## config.mk

```make
export PLATFORM = sky130hd
export DESIGN_NAME = siw_agu_1
export DESIGN_NICKNAME = d
export VERILOG_FILES = /design/src/rtl/siw_agu_1.sv
export SDC_FILE = /design/constraint.sdc
export NUM_CORES = 1
export LEC_CHECK = 0
export BUFFER_PORTS_ARGS = -buffer_cell sky130_fd_sc_hd__buf_2
export CORE_UTILIZATION = 60
export DETAILED_ROUTE_END_ITERATION = 8
export PLACE_DENSITY = 0.9
export SYNTH_ARGS = -nofsm -noshare
export SYNTH_HDL_FRONTEND = slang
export SYNTH_SLANG_ARGS = --single-unit
export TNS_END_PERCENT = 5
```

## constraint.sdc

```tcl
create_clock -name siw_agu_1_clk -period 4 [get_ports siw_agu_1_clk]
set_clock_uncertainty 0.05 [all_clocks]
set_input_delay 0.6 -clock siw_agu_1_clk [delete_from_list [all_inputs] [get_ports siw_agu_1_clk]]
set_output_delay 0.6 -clock siw_agu_1_clk [all_outputs]
set_load 0.01 [all_outputs]
```

## src/rtl/siw_agu_1.sv

```systemverilog
// Strided address generator for one port of the SIW dual-port block RAM.
// Issues count accesses (start + k*stride) after a start delay, spaced by period idle cycles.
module siw_agu_1 (
    input  logic        siw_agu_1_clk,
    input  logic        siw_agu_1_reset,
    input  logic        siw_agu_1_init,
    input  logic        siw_agu_1_run,
    input  logic        siw_agu_1_stall,
    input  logic        siw_agu_1_wr_mode,
    input  logic [9:0]  siw_agu_1_start,
    input  logic [9:0]  siw_agu_1_stride,
    input  logic [10:0] siw_agu_1_count,
    input  logic [7:0]  siw_agu_1_delay,
    input  logic [3:0]  siw_agu_1_period,
    output logic        siw_agu_1_enable,
    output logic        siw_agu_1_write_en,
    output logic [9:0]  siw_agu_1_address,
    output logic        siw_agu_1_busy,
    output logic        siw_agu_1_done
);

    typedef enum logic [1:0] {
        S_IDLE  = 2'd0,
        S_DELAY = 2'd1,
        S_RUN   = 2'd2
    } state_t;

    state_t      r_state;
    state_t      w_state_nxt;

    logic        r_wr_mode;
    logic [9:0]  r_stride;
    logic [3:0]  r_period;
    logic [9:0]  r_acc;
    logic [10:0] r_remain;
    logic [7:0]  r_dcnt;
    logic [3:0]  r_pcnt;
    logic        r_done_req;

    logic        r_enable;
    logic        r_write_en;
    logic [9:0]  r_address;
    logic        r_busy;
    logic        r_done;

    logic        w_accept;
    logic        w_advance;
    logic        w_issue;
    logic        w_last;

    // r_busy gates acceptance so a run during the final access cycle is ignored like any other busy run.
    assign w_accept  = (r_state == S_IDLE) && !r_busy && siw_agu_1_run &&
                       !siw_agu_1_stall && !siw_agu_1_init;
    assign w_advance = !siw_agu_1_stall && !siw_agu_1_init;
    assign w_issue   = (r_state == S_RUN) && w_advance && (r_pcnt == 4'd0);
    assign w_last    = w_issue && (r_remain == 11'd1);

    always_ff @(posedge siw_agu_1_clk or negedge siw_agu_1_reset) begin
        if (!siw_agu_1_reset) begin
            r_state <= S_IDLE;
        end else begin
            // NOTE: every register uses <= so all flops sample the same pre-edge values.
            r_state <= w_state_nxt;
        end
    end

    always_comb begin
        // NOTE: default first, so no path through the case leaves w_state_nxt unassigned (no latch).
        w_state_nxt = r_state;
        if (siw_agu_1_init) begin
            w_state_nxt = S_IDLE;
        end else if (!siw_agu_1_stall) begin
            case (r_state)
                S_IDLE: begin
                    if (w_accept) begin
                        if (siw_agu_1_count == 11'd0)
                            w_state_nxt = S_IDLE;
                        else if (siw_agu_1_delay == 8'd0)
                            w_state_nxt = S_RUN;
                        else
                            w_state_nxt = S_DELAY;
                    end
                end
                S_DELAY: if (r_dcnt == 8'd1) w_state_nxt = S_RUN;
                S_RUN:   if (w_last) w_state_nxt = S_IDLE;
                default: w_state_nxt = S_IDLE;
            endcase
        end
    end

    always_ff @(posedge siw_agu_1_clk or negedge siw_agu_1_reset) begin
        if (!siw_agu_1_reset) begin
            r_wr_mode  <= 1'b0;
            r_stride   <= '0;
            r_period   <= '0;
            r_acc      <= '0;
            r_remain   <= '0;
            r_dcnt     <= '0;
            r_pcnt     <= '0;
            r_done_req <= 1'b0;
            r_enable   <= 1'b0;
            r_write_en <= 1'b0;
            r_address  <= '0;
            r_busy     <= 1'b0;
            r_done     <= 1'b0;
        end else begin
            r_enable   <= w_issue;
            r_write_en <= w_issue & r_wr_mode;
            r_busy     <= !siw_agu_1_init && (r_state != S_IDLE);
            r_done     <= !siw_agu_1_init && r_done_req;
            r_done_req <= (w_accept && (siw_agu_1_count == 11'd0)) || w_last;

            if (w_accept) begin
                r_wr_mode <= siw_agu_1_wr_mode;
                r_stride  <= siw_agu_1_stride;
                r_period  <= siw_agu_1_period;
                r_acc     <= siw_agu_1_start;
                r_remain  <= siw_agu_1_count;
                r_dcnt    <= siw_agu_1_delay;
                r_pcnt    <= 4'd0;
            end

            if ((r_state == S_DELAY) && w_advance)
                r_dcnt <= r_dcnt - 8'd1;

            if ((r_state == S_RUN) && w_advance) begin
                if (r_pcnt == 4'd0) begin
                    r_address <= r_acc;
                    r_acc     <= r_acc + r_stride;
                    r_remain  <= r_remain - 11'd1;
                    r_pcnt    <= r_period;
                end else begin
                    r_pcnt <= r_pcnt - 4'd1;
                end
            end
        end
    end

    assign siw_agu_1_enable   = r_enable;
    assign siw_agu_1_write_en = r_write_en;
    assign siw_agu_1_address  = r_address;
    assign siw_agu_1_busy     = r_busy;
    assign siw_agu_1_done     = r_done;

endmodule

```

==> results.json <==
{
  "max_slew_margin_pct": 30.3,
  "leakage_uw": 0.00203,
  "n_antenna_cell": 0,
  "yosys_most_used_dff": "dfrtp_1",
  "p_int_uw": 1450,
  "worst_slack_ns": 1.22,
  "clk_latency_ns": 0.34,
  "maxCapViolCount": 0,
  "hold_ws_ns": 0.375,
  "detail_route.wl_per_cell_um": 14.8,
  "io_pins": 63,
  "vias": 3243,
  "routed_wl_mm": 8.06,
  "p_sw_share_pct": 33.0,
  "cts_buffers": 9,
  "ctsResizeCount": 0,
  "place_hpwl_mm": 5.57,
  "die_w_um": 78.6,
  "clock_sinks": 65,
  "drcViolationCount": 0,
  "grt.total_usage_pct": 29.2,
  "grt_max_degree": 46,
  "crit_chain": "or4b_1 > nand2b_4 > inv_6 > nand4_2 > a311o_1 > a21oi_1 > nor2_1",
  "synthCells": 410,
  "clockPowerShare_pct": 28.1,
  "setup_viol": 0,
  "drtIter0Drc": 188,
  "tns_ns": 0,
  "final_nets": 533,
  "cts_root_buffer": "clkbuf_8",
  "seqPwrFrac_pct": 43.5,
  "coreArea_sq_um": 5570,
  "area_delta_synth_final_pct": 16.0,
  "cp_slowest_cell": "or4b_1",
  "critPathCaptureType": "register",
  "tightest_slew_ns": 1.04,
  "die-area_sq_um": 6180,
  "vias_per_cell": 5.95,
  "cp_top_family": "simple AND/OR/NAND/NOR gates",
  "min_path_type": "in -> async",
  "clockBufferDepth": 2,
  "crit_buf_inv": 1,
  "drt-pass1-iter-count": 4,
  "ant_nets": 0,
  "cts_tree": "built",
  "p_comb_share_pct": 28.4,
  "die_h_um": 78.6,
  "pwr_density_cell_nw_per_um2": 529,
  "slew_viol_final": 0,
  "arrival_ns": 2.97,
  "portBuffers": 62,
  "antenna_found_initial": 0,
  "syn_area_sq_um": 3520,
  "place_ws_ns": 0.942,
  "grt_setup_unrepaired": "no",
  "yosysUniqueCellTypes": 60,
  "hold_violations": 0,
  "synth_enable_flop_cells": 0,
  "clkTransAtPathRegs_ns": 0.07,
  "finalCritPeriodShare_pct": 69.6,
  "max_freq_ghz": 0.359,
  "start_util_pct": 63.2,
  "required_ns": 4.18,
  "worstPathMaxFanout": 36,
  "final_core_util_pct": 73.3,
  "grt_pass1_vias": 3186,
  "fp-row-count": 27,
  "outcome": "complete, no violations",
  "synth_fp_nets": 474,
  "post-cts-setup-buffers": 0,
  "cts_max_level": 3,
  "holdBufCountCts": 0,
  "finalCriticalPeriod_ns": 2.78,
  "drive_gt1_share_pct": 18.4,
  "async_flop_share_pct": 100,
  "globalRoute.totalOverflow": 0,
  "gp_congestion": 0.850,
  "grt_pass1_wl_mm": 13.8,
  "cp-start-kind": "register",
  "crit_path_max_incr_delay_ns": 0.65,
  "path_class": "reg -> reg",
  "p_sw_uw": 714,
  "vdd_ir_drop_max_uv": 340,
  "ys_seq_area_share_pct": 46.2,
  "synth.avg_cell_area_sq_um": 8.59,
  "yosysWarnings": 0,
  "ys_ff_latch": 65
}
power by group through the flow:
| stage | Combinational (uW) | Clock, uW | Sequential (uW) |
|---|---|---|---|
| 2_1_floorplan | 457 | 0 | 918 |
| 3_3_place_gp | 580 | 0 | 940 |
| 3_5_place_dp | 608 | 0 | 946 |
| 4_1_cts | 613 | 617 | 936 |
| 5_1_grt | 704 | 650 | 961 |
| 6_report | 612 | 607 | 940 |
cell type report:
cell class                      count  area [sq um]
Fill cell                         418          1490
Clock inverter                      3          65.1
Multi-Input combinational cell    315          1770
Tap cell                           72          90.1
Sequential cell                    65          1630
Timing Repair Buffer               65           333
Clock buffer                       12           145
Inverter                           13          53.8
synthesized netlist by cell type (all sizes together) (3+ instances only):
cell / instances / share of area, %
nor2: 47 / 5.0
and2: 4 / 0.71
a211oi: 4 / 0.85
or3: 4 / 0.71
ha: 14 / 5.0
a31oi: 5 / 0.89
nand2: 110 / 12
buf: 5 / 0.89
o21ai: 20 / 2.8
xnor2: 4 / 0.99
nor3: 9 / 1.3
o221a: 6 / 1.9
a21oi: 23 / 3.3
nor4: 5 / 0.89
dfrtp: 65 / 46
inv: 13 / 1.5
nand2b: 3 / 0.75
o22ai: 3 / 0.53
mux2i: 4 / 1.1
nand4: 5 / 1.1
clkbuf: 12 / 1.3
nand3: 8 / 1.1
flip-flops by register name, indices dropped and copies added (netlist names):
signal / cells
r_acc: 10
r_stride: 10
siw_agu_1_busy: 1
r_pcnt: 4
r_period: 4
r_done_req: 1
r_state: 2
siw_agu_1_done: 1
siw_agu_1_address: 10
r_remain: 11
r_dcnt: 8
siw_agu_1_write_en: 1
r_wr_mode: 1
siw_agu_1_enable: 1
path summary, 6_finish.rpt:
kind                                    startpoint                 endpoint  slack [ns]  cells after the start
max                         r_state[0]$_DFFE_PN0P_   r_state[1]$_DFFE_PN0P_        1.22                      7
min in group siw_agu_1_clk     siw_agu_1_period[2]  r_period[2]$_DFFE_PN0N_        0.39                      3
max in group asynchronous          siw_agu_1_reset    r_dcnt[0]$_DFFE_PN0P_        2.67                      2
max reg2reg                 r_state[0]$_DFFE_PN0P_   r_state[1]$_DFFE_PN0P_        1.22                      7
min reg2reg                  r_wr_mode$_DFFE_PN0N_    r_wr_mode$_DFFE_PN0N_        0.41                      2
min                                siw_agu_1_reset    r_pcnt[0]$_DFFE_PN0P_        0.38                      1
metal layers:
metal | up-vias | wire length [um] | track usage [%]
met5 | - | 0 | 0
met1 | 1537 | 3420 | 36.0
met3 | 24 | 513 | 5.23
li1 | 1544 | - | -
met2 | 138 | 3880 | 48.7
met4 | 0 | 248 | 15.4
layout by cell type, fill, tap and decap left out, types with 8 or more instances in the layout:
cell type    n
nand2_1    110
dfrtp_1     65
buf_2       62
nor2_1      47
a21oi_1     23
o21ai_0     16
ha_1        14
inv_1       12
clkbuf_8    10
nor3_1       9
nand3_1      8
logic make-up (layout without fill, tap and decap cells):
group | after synthesis | count (layout) | synth area share (%)
AO/OA/AOI/OAI | 83 | 83 | 15.8
XOR/XNOR | 5 | 5 | 1.24
adder cells (fa/ha/maj) | 15 | 15 | 5.54
buffers and inverters | 30 | 93 | 3.70
flip-flops | 65 | 65 | 46.2
multiplexers | 4 | 4 | 1.14
AND/OR/NAND/NOR | 208 | 208 | 26.4
stage by stage:
| step | std cells | instance area, sq um | total power (uW) |
|---|---|---|---|
| 2_1_floorplan | 410 | 3520 | 1370 |
| 3_3_place_gp | 530 | 3870 | 1520 |
| 3_5_place_dp | 530 | 3870 | 1550 |
| 4_1_cts | 545 | 4080 | 2170 |
| 5_1_grt | 545 | 4080 | 2310 |
| 6_report | 545 | 4080 | 2160 |
(Power assumes the default switching activity.)
